==> config.mk <==
export PLATFORM = sky130hd
export DESIGN_NAME = fetch_pair_queue
export DESIGN_NICKNAME = d
export VERILOG_FILES = /design/src/rtl/fetch_pair_queue.sv
export SDC_FILE = /design/constraint.sdc
export NUM_CORES = 1
export LEC_CHECK = 0
export BUFFER_PORTS_ARGS = -buffer_cell sky130_fd_sc_hd__buf_2
export CORE_MARGIN = 2
export CORE_UTILIZATION = 35
export CTS_BUF_LIST = sky130_fd_sc_hd__clkbuf_8
export CTS_CLUSTER_DIAMETER = 30
export DETAILED_ROUTE_END_ITERATION = 16
export PLACE_DENSITY_LB_ADDON = 0.15
export SLEW_MARGIN = 30
export SYNTH_ARGS = -nofsm -noshare
export SYNTH_HDL_FRONTEND = slang
export SYNTH_SLANG_ARGS = --single-unit
export TNS_END_PERCENT = 30
==> constraint.sdc <==
create_clock -name clk -period 14.57 [get_ports clk]
set_input_delay 1.457 -clock clk [delete_from_list [all_inputs] [get_ports clk]]
set_output_delay 1.457 -clock clk [all_outputs]
set_load 0.05 [all_outputs]
==> src/rtl/fetch_pair_queue.sv <==
// fetch_pair_queue: circular queue of fetched instruction pairs feeding two decode slots.
// A pair whose second instruction reads the first one's destination issues as two single slots.
// Optional macro FPQ_BYPASS_EN: a push into an empty queue in the PAIR state is shown on the
// issue outputs in the same cycle.
module fetch_pair_queue #(
    parameter int WIDTH = 32,
    parameter int DEPTH = 4
) (
    input  logic                     clk,
    input  logic                     rst,
    input  logic                     push_valid,
    output logic                     push_ready,
    input  logic [WIDTH-1:0]         pc1_in,
    input  logic [WIDTH-1:0]         pc2_in,
    input  logic [WIDTH-1:0]         instr1_in,
    input  logic [WIDTH-1:0]         instr2_in,
    input  logic                     flush,
    input  logic                     issue_ready,
    output logic                     issue_valid1,
    output logic                     issue_valid2,
    output logic [WIDTH-1:0]         issue_pc1,
    output logic [WIDTH-1:0]         issue_pc2,
    output logic [WIDTH-1:0]         issue_instr1,
    output logic [WIDTH-1:0]         issue_instr2,
    output logic [$clog2(DEPTH):0]   count
);
    localparam int AW = $clog2(DEPTH);
    localparam logic [AW:0] FULL = (AW+1)'(DEPTH);

    typedef enum logic {PAIR, SPLIT} state_t;

    state_t           state, state_next;
    logic [WIDTH-1:0] pc1_mem [DEPTH];
    logic [WIDTH-1:0] pc2_mem [DEPTH];
    logic [WIDTH-1:0] ins1_mem [DEPTH];
    logic [WIDTH-1:0] ins2_mem [DEPTH];
    logic [AW-1:0]    head, tail;
    logic             empty, push, pop, q_pop, wr, byp, have, hazard;
    logic [4:0]       rd1;
    logic [6:0]       op1;

    assign empty      = count == '0;
    assign push_ready = ~rst & ~flush & (count != FULL);
    assign push       = push_valid & push_ready;

`ifdef FPQ_BYPASS_EN
    assign byp = empty & (state == PAIR) & push;
`else
    assign byp = 1'b0;
`endif

    assign issue_pc1    = byp ? pc1_in    : pc1_mem[head];
    assign issue_pc2    = byp ? pc2_in    : pc2_mem[head];
    assign issue_instr1 = byp ? instr1_in : ins1_mem[head];
    assign issue_instr2 = byp ? instr2_in : ins2_mem[head];

    // slot 2 depends on slot 1 when slot 1 writes a nonzero rd that slot 2 reads
    always_comb begin
        rd1    = issue_instr1[11:7];
        op1    = issue_instr1[6:0];
        hazard = (rd1 != 5'd0) && (op1 != 7'b0100011) && (op1 != 7'b1100011) &&
                 ((rd1 == issue_instr2[19:15]) || (rd1 == issue_instr2[24:20]));
    end

    // output decode: slot qualifiers from state, occupancy and hazard
    always_comb begin
        have         = (~empty | byp) & ~rst;
        issue_valid1 = have & (state == PAIR);
        issue_valid2 = have & ((state == SPLIT) | ~hazard);
    end

    // the head leaves once slot 2 has been taken; a fully consumed bypass pair is never stored
    assign pop   = issue_ready & issue_valid2;
    assign q_pop = pop & ~empty;
    assign wr    = push & ~(byp & pop);

    // next state: split a hazard pair across two cycles, flush returns to PAIR
    always_comb begin
        state_next = flush ? PAIR :
                     (state == PAIR) ? ((issue_ready & issue_valid1 & ~issue_valid2) ? SPLIT : PAIR) :
                     ((issue_ready & issue_valid2) ? PAIR : SPLIT);
    end

    // state register
    always_ff @(posedge clk) begin
        if (rst)
            state <= PAIR;
        else
            state <= state_next;
    end

    // pointers and occupancy; flush empties the queue and drops any concurrent push
    always_ff @(posedge clk) begin
        if (rst | flush) begin
            head  <= '0;
            tail  <= '0;
            count <= '0;
        end else begin
            head  <= head + AW'(q_pop);
            tail  <= tail + AW'(wr);
            count <= count + (AW+1)'(wr) - (AW+1)'(q_pop);
        end
    end

    // pair storage, left unreset
    always_ff @(posedge clk) begin
        if (wr) begin
            pc1_mem[tail]  <= pc1_in;
            pc2_mem[tail]  <= pc2_in;
            ins1_mem[tail] <= instr1_in;
            ins2_mem[tail] <= instr2_in;
        end
    end
endmodule

==> out/qor.csv, run 1 <==
stage,metric,value,unit
worst_setup_path,slowest_stage,buf_4,
timing,rsz0062_at_grt,no,
floorplan,initial_utilization,35.42,%
timing,drv_slew,0,
worst_setup_path,cp.arrival,4.49,ns
power,switchingPower,722.9,uW
power,combPwrFrac,3.6,%
global_route,grt_max_degree,129,
clocking,clk_pin_slew_worst_paths,0.05,ns
routing,wl_per_cell,21.40,um
routing,finalWirelength,40.73,mm
worst_setup_path,reg2reg_to,count[2],
timing,min_period,5.950,ns
timing,fin_skew,0.02389,ns
timing,finalSetupViolCount,0,
power,p_int,2612,uW
synthesis,synth_edf_count,512,
floorplan,chipWidth,237.4,um
routing,drtIter0Drc,485,
synthesis,synth_fp_nets,884,
final_layout,nets,1249,
routing,routed_via_density,4.753,
final_layout,final_cell_area,23580,um^2
routing,firstDrtPassIters,4,
synthesis,syn_area,19060,um^2
synthesis,synthFlopType,edfxtp_1,
synthesis,ys_warn_count,0,
floorplan,core_area,53810,um^2
worst_hold_path,hp-class,register to register,
synthesis,syn_area_per_cell,25.49,um^2
worst_setup_path,critPathRequiredTime,13.11,ns
power,pwr-share-seq,49.8,%
final_layout,layout-drive-gt1-share,48.17,%
placed_design,portBuffers,266,
routing,drtAntennaViolNets,0,
run_status,outcome,"finished, final reports clean",
synthesis,yosysUniqueCellTypes,36,
placed_design,place_hpwl,23.55,mm
timing,fin_setup_tns,0,ns
worst_hold_path,hold_end,count[2],
synthesis,syn_inst,748,
clocking,cts.path.max_buffers,3,
global_route,grt_pass1_vias,9850,
timing,worst_slew_pin_slew,0.9400,ns
placed_design,placed_cells,1694,
worst_setup_path,crit_type,register to output pin,
worst_setup_path,cp_common_cell,buf_4,
worst_hold_path,hold_depth,2,
clocking,post_cts_resize_count,0,
clocking,clock_sinks,520,
global_route,grt_pass1_wl,60.49,mm
placed_design,place.gp.congestion,0.6979,
clocking,clockRootBuffer,clkbuf_8,
clocking,htree_levels,3,
power,p_sw_share,21.68,%
worst_setup_path,cp-end-kind,output pin,
power,p_leak,0.007916,uW
final_layout,stdcell_count,1903,
power,power_frac_clock,46.6,%
clocking,cts_hold_buf,0,
clocking,cts_tree,yes,
floorplan,num_rows,85,
timing,hold_viol,0,
placed_design,dpl_cell_area,21290,um^2
worst_setup_path,path_max_fanout,53,
power,pwr_density_cell,141.4,nW/um^2
power,ir_worst_vdd,0.07657,mV
global_route,gr-total-overflow,0,
worst_setup_path,cpPeakStageDelay,0.78,ns
timing,slew-limit-headroom,37.33,%
floorplan,die_h,237.4,um
floorplan,die_area,56350,um^2
timing,min_period_over_period,40.83,%
worst_setup_path,reg2reg_setup_slack,10.02,ns
floorplan,pin_count,267,
synthesis,ys_seq_elements,520,
worst_setup_path,r2r_cells,13,
worst_setup_path,r2r-start,head[1],
clocking,numCtsBuffers,113,
timing,max_freq,168.1,MHz
worst_hold_path,hp-start,count[1],
routing,post-route-drc-count,0,
synthesis,async_flop_share,0,%
worst_setup_path,start_kind,register,
global_route,grt_antenna_before_repair,11,
final_layout,final_cell_mix,"512 x edfxtp_1, 266 x buf_2, 128 x mux4_2",
final_layout,final_common_cell,edfxtp_1,
clocking,cts_setup_buffers,0,
clocking,insertion_delay,0.68,ns
job,cap_viol_max_count,0,
synthesis,seq_area_frac_synth,81.49,%
worst_setup_path,path_cells,buf_4 > buf_4 > mux4_2 > nor4b_1 > and3_2 > nor2_2 > and2_4 > nor3_1 > buf_2,
global_route,track_usage,14.46,%
routing,routed-via-count,9045,
final_layout,area_growth,23.67,%
[per-layer routing]
metal	vias to the layer above	routed length, um	GRT usage (%)
li1	3991	-	-
met1	4701	16490	17.36
met2	250	20430	24.08
met3	89	2868	5.574
met4	14	852	4.631
met5	-	96	0
[critical path: cells and delay by family, from the launching register on]
| family | cells | cell delay [ns] |
|---|---|---|
| buffers and inverters | 3 | 1.78 |
| DFF | 1 | 0.65 |
| muxes | 1 | 0.36 |
| and+or+nand+nor | 5 | 0.97 |
[cell families (layout without fill, tap and decap cells)]
kind of cell / after synthesis / count (layout) / share of synthesized area, %
and+or+nand+nor: 41 / 41 / 1.142
buffers and inverters: 32 / 488 / 0.8795
other: 0 / 3 / 0
AOI/OAI and AO/OA: 8 / 8 / 0.3807
muxes: 130 / 130 / 15.23
adders and majority gates: 3 / 3 / 0.2363
xor gates and xnor gates: 14 / 14 / 0.6432
DFF: 520 / 520 / 81.49
[power by group through the flow]
| stage | sequential [uW] | clock, uW | combinational, uW |
|---|---|---|---|
| 2_1_floorplan | 1700 | 0 | 67.1 |
| 3_3_place_gp | 1690 | 0 | 120 |
| 3_5_place_dp | 1690 | 0 | 121 |
| 4_1_cts | 1660 | 1600 | 122 |
| 5_1_grt | 1660 | 1680 | 128 |
| 6_report | 1660 | 1550 | 120 |
[cells in the mapped netlist, types with 2 or more instances]
| cell | number | area share [%] |
|---|---|---|
| xnor2_1 | 13 | 0.60 |
| a21oi_1 | 3 | 0.079 |
| nor2_1 | 7 | 0.14 |
| mux2i_1 | 2 | 0.11 |
| buf_1 | 2 | 0.039 |
| buf_6 | 2 | 0.12 |
| clkbuf_1 | 12 | 0.24 |
| buf_2 | 13 | 0.34 |
| edfxtp_1 | 512 | 81 |
| nand3_1 | 3 | 0.079 |
| nor3_1 | 6 | 0.16 |
| and3_1 | 2 | 0.066 |
| nand2_1 | 9 | 0.18 |
| and2_1 | 4 | 0.13 |
| mux4_2 | 128 | 15 |
| inv_1 | 2 | 0.039 |
| dfxtp_1 | 8 | 0.84 |
| ha_1 | 2 | 0.13 |
[sequential cells by signal, summed over array words and instances (netlist names)]
register and cells:
head 2, pc2_mem 128, ins1_mem 128, state 1, pc1_mem 128, count 3
ins2_mem 128, tail 2
[final cells by class]
cell class	instances	area [um^2]
Fill cell	4717	30240
Multi-Input combinational cell	196	3386
Clock buffer	116	1597
Timing Repair Buffer	280	1481
Antenna cell	3	7.507
Clock inverter	90	683.2
Inverter	2	7.507
Tap cell	696	870.8
Sequential cell	520	15540
[worst max-delay path by stage]
stage	startpoint	cells past startpoint	endpoint
final	head[1]	9	issue_valid2
after global routing	head[1]	9	issue_valid2
after CTS	head[1]	9	issue_valid2
after detailed placement	head[1]	9	issue_valid2
after global placement	head[1]	9	issue_valid2
after floorplan	rst	5	ins1_mem[0][0]
[metrics by stage]
step	total power (uW)	setup slack, ns	utilization (%)	hold slack, ns
after floorplan	1763	1.492	-	0.5290
after global placement	1811	9.130	39.51	0.5695
after detailed placement	1813	9.160	39.56	0.5946
after CTS	3385	8.402	43.79	0.6084
after global routing	3469	8.231	43.80	0.6371
final	3335	8.620	43.81	0.6014
Power figures use the tool's default switching activity.
==> run 2, diff against run 1 <==
- clock period: 14.57 -> 5.74 ns (I/O delays scaled with it)
==> out/qor.csv, run 2 (synthesis results as in run 1) <==
stage,metric,value,unit,change
timing,min_period,4.390,ns,
final_layout,final_cell_mix,"512 x edfxtp_1, 266 x buf_2, 128 x mux4_2",,
timing,slew-limit-headroom,38.30,%,+0.97 points
timing,hold_viol,0,,unchanged
clocking,cts_setup_buffers,0,,unchanged
timing,fin_skew,0.02708,ns,+0.003190 ns
routing,routed-via-count,9134,,+0.98%
final_layout,area_growth,25.70,%,
floorplan,die_h,237.4,um,unchanged
floorplan,num_rows,85,,unchanged
floorplan,die_area,56350,um^2,unchanged
global_route,gr-total-overflow,0,,unchanged
worst_setup_path,r2r-start,head[0],,
routing,firstDrtPassIters,4,,unchanged
routing,wl_per_cell,20.78,um,-2.9%
worst_setup_path,reg2reg_setup_slack,1.98,ns,-8.04 ns
worst_setup_path,path_max_fanout,39,,-26%
timing,min_period_over_period,76.49,%,
worst_setup_path,endpoint,issue_pc1[8],,
job,cap_viol_max_count,0,,unchanged
clocking,cts.path.max_buffers,3,,unchanged
clocking,post_cts_resize_count,0,,unchanged
final_layout,layout-drive-gt1-share,49.17,%,+1.0 points
worst_setup_path,reg2reg_to,count[2],,
final_layout,nets,1248,,-0.080%
clocking,numCtsBuffers,112,,-0.88%
clocking,clock_sinks,520,,unchanged
power,pwr_density_cell,378.6,nW/um^2,+170%
timing,max_freq,227.8,MHz,
worst_setup_path,crit_cells,4,,-5
worst_setup_path,crit_type,register to output pin,,
worst_setup_path,slowest_stage,dfxtp_4,,
worst_setup_path,path_buf_inv,3,,unchanged
worst_hold_path,hp-class,input port to register,,
placed_design,place.gp.congestion,0.7133,,+2.2%
placed_design,portBuffers,266,,unchanged
global_route,grt_antenna_before_repair,14,,+3
placed_design,place_ws,1.816,ns,-7.344 ns
power,ir_worst_vdd,0.2322,mV,+200%
timing,rsz0062_at_grt,no,,
worst_setup_path,cp.arrival,3.82,ns,-0.67 ns
worst_setup_path,path_cells,buf_4 > buf_4 > mux4_2 > buf_2,,
floorplan,initial_utilization,35.42,%,unchanged
floorplan,core_area,53810,um^2,unchanged
timing,setup_slack,1.350,ns,-7.271 ns
run_status,outcome,"finished, final reports clean",,
worst_setup_path,cp_common_cell,buf_4,,
routing,post-route-drc-count,0,,unchanged
worst_setup_path,cp-end-kind,output pin,,
final_layout,final_common_cell,edfxtp_1,,
worst_hold_path,hold_depth,1,,-1
floorplan,pin_count,267,,unchanged
clocking,clk_pin_slew_worst_paths,0.06,ns,about the same
floorplan,chipWidth,237.4,um,unchanged
timing,drv_slew,0,,unchanged
timing,worst_slew_pin_slew,0.9255,ns,-0.01450 ns
worst_setup_path,critPathLaunch,head[0],,
clocking,insertion_delay,0.67,ns,about the same
timing,fin_setup_tns,0,ns,unchanged
clocking,htree_levels,3,,unchanged
power,p_leak,0.008029,uW,+1.4%
clocking,cts_tree,yes,,
placed_design,place_hpwl,22.50,mm,-4.5%
worst_setup_path,cp_top_family,buffers and inverters,,
routing,drtIter0Drc,449,,-7.4%
worst_setup_path,r2r_cells,11,,-2
timing,finalSetupViolCount,0,,unchanged
worst_setup_path,critPathRequiredTime,5.17,ns,-7.94 ns
routing,routed_via_density,4.780,,+0.56%
global_route,grt_pass1_wl,60.53,mm,about the same
clocking,cts_hold_buf,0,,unchanged
global_route,grt_max_degree,85,,-34%
global_route,grt_pass1_vias,9928,,+0.79%
clocking,clockRootBuffer,clkbuf_8,,
worst_setup_path,cpPeakStageDelay,0.87,ns,+0.09 ns
routing,finalWirelength,39.71,mm,-2.5%
worst_setup_path,start_kind,register,,
global_route,track_usage,14.32,%,-0.14 points
routing,drtAntennaViolNets,0,,unchanged
## run 2: changes by cell type in the layout (fill, tap and decap cells not counted), sizes merged
cell and change:
clkbuf +1, clkinv +5, inv -14, bufinv +12, diode +2, clkinvlp +2
## run 2: final cells by class
class                   instances  area [um^2]
well taps                     696        870.8
clock inverters                95         1023
fillers                      4663        29850
clock buffers                 117         1610
inverters                       2        7.507
multi-input cells             196         3396
repair buffers                280         1499
flip-flops and latches        520        15540
diodes                          5        12.51
## run 2: worst min-delay path by stage
stage                     from             end  slack [ns]
global route         pc1_in[1]   pc1_mem[2][1]        0.04
global placement      count[1]        count[2]        0.57
finish              pc1_in[17]  pc1_mem[2][17]        0.11
CTS                  pc1_in[2]   pc1_mem[1][2]        0.02
floorplan                state           state        0.56
detailed placement       state           state        0.60
## run 2: metal layers
metal / up-vias / track usage (%) / share of wire [%] / wire, um
met5: - / 0 / 0.29 / 117
met4: 18 / 4.803 / 2.0 / 779
li1: 3993 / - / - / -
met2: 295 / 22.52 / 48 / 18930
met3: 80 / 6.619 / 8.5 / 3369
met1: 4748 / 17.53 / 42 / 16510
## run 2: power by group
| part | switching [uW] | internal [uW] |
|---|---|---|
| Clock | 1650 | 2900 |
| Combinational | 210 | 91.3 |
| Sequential | 8.43 | 4210 |
| Total | 1870 | 7200 |
## run 2: through the flow
stage,cell area [um^2],util [%],total power (uW),std cells,hold slack (ns)
5_1_grt,23950,44.50,9425,1906,0.03522
6_report,23960,44.53,9073,1911,0.1145
3_5_place_dp,21320,39.61,4600,1694,0.5988
4_1_cts,23950,44.50,9217,1906,0.01696
3_3_place_gp,21320,39.61,4595,1694,0.5722
2_1_floorplan,19080,-,4468,748,0.5605
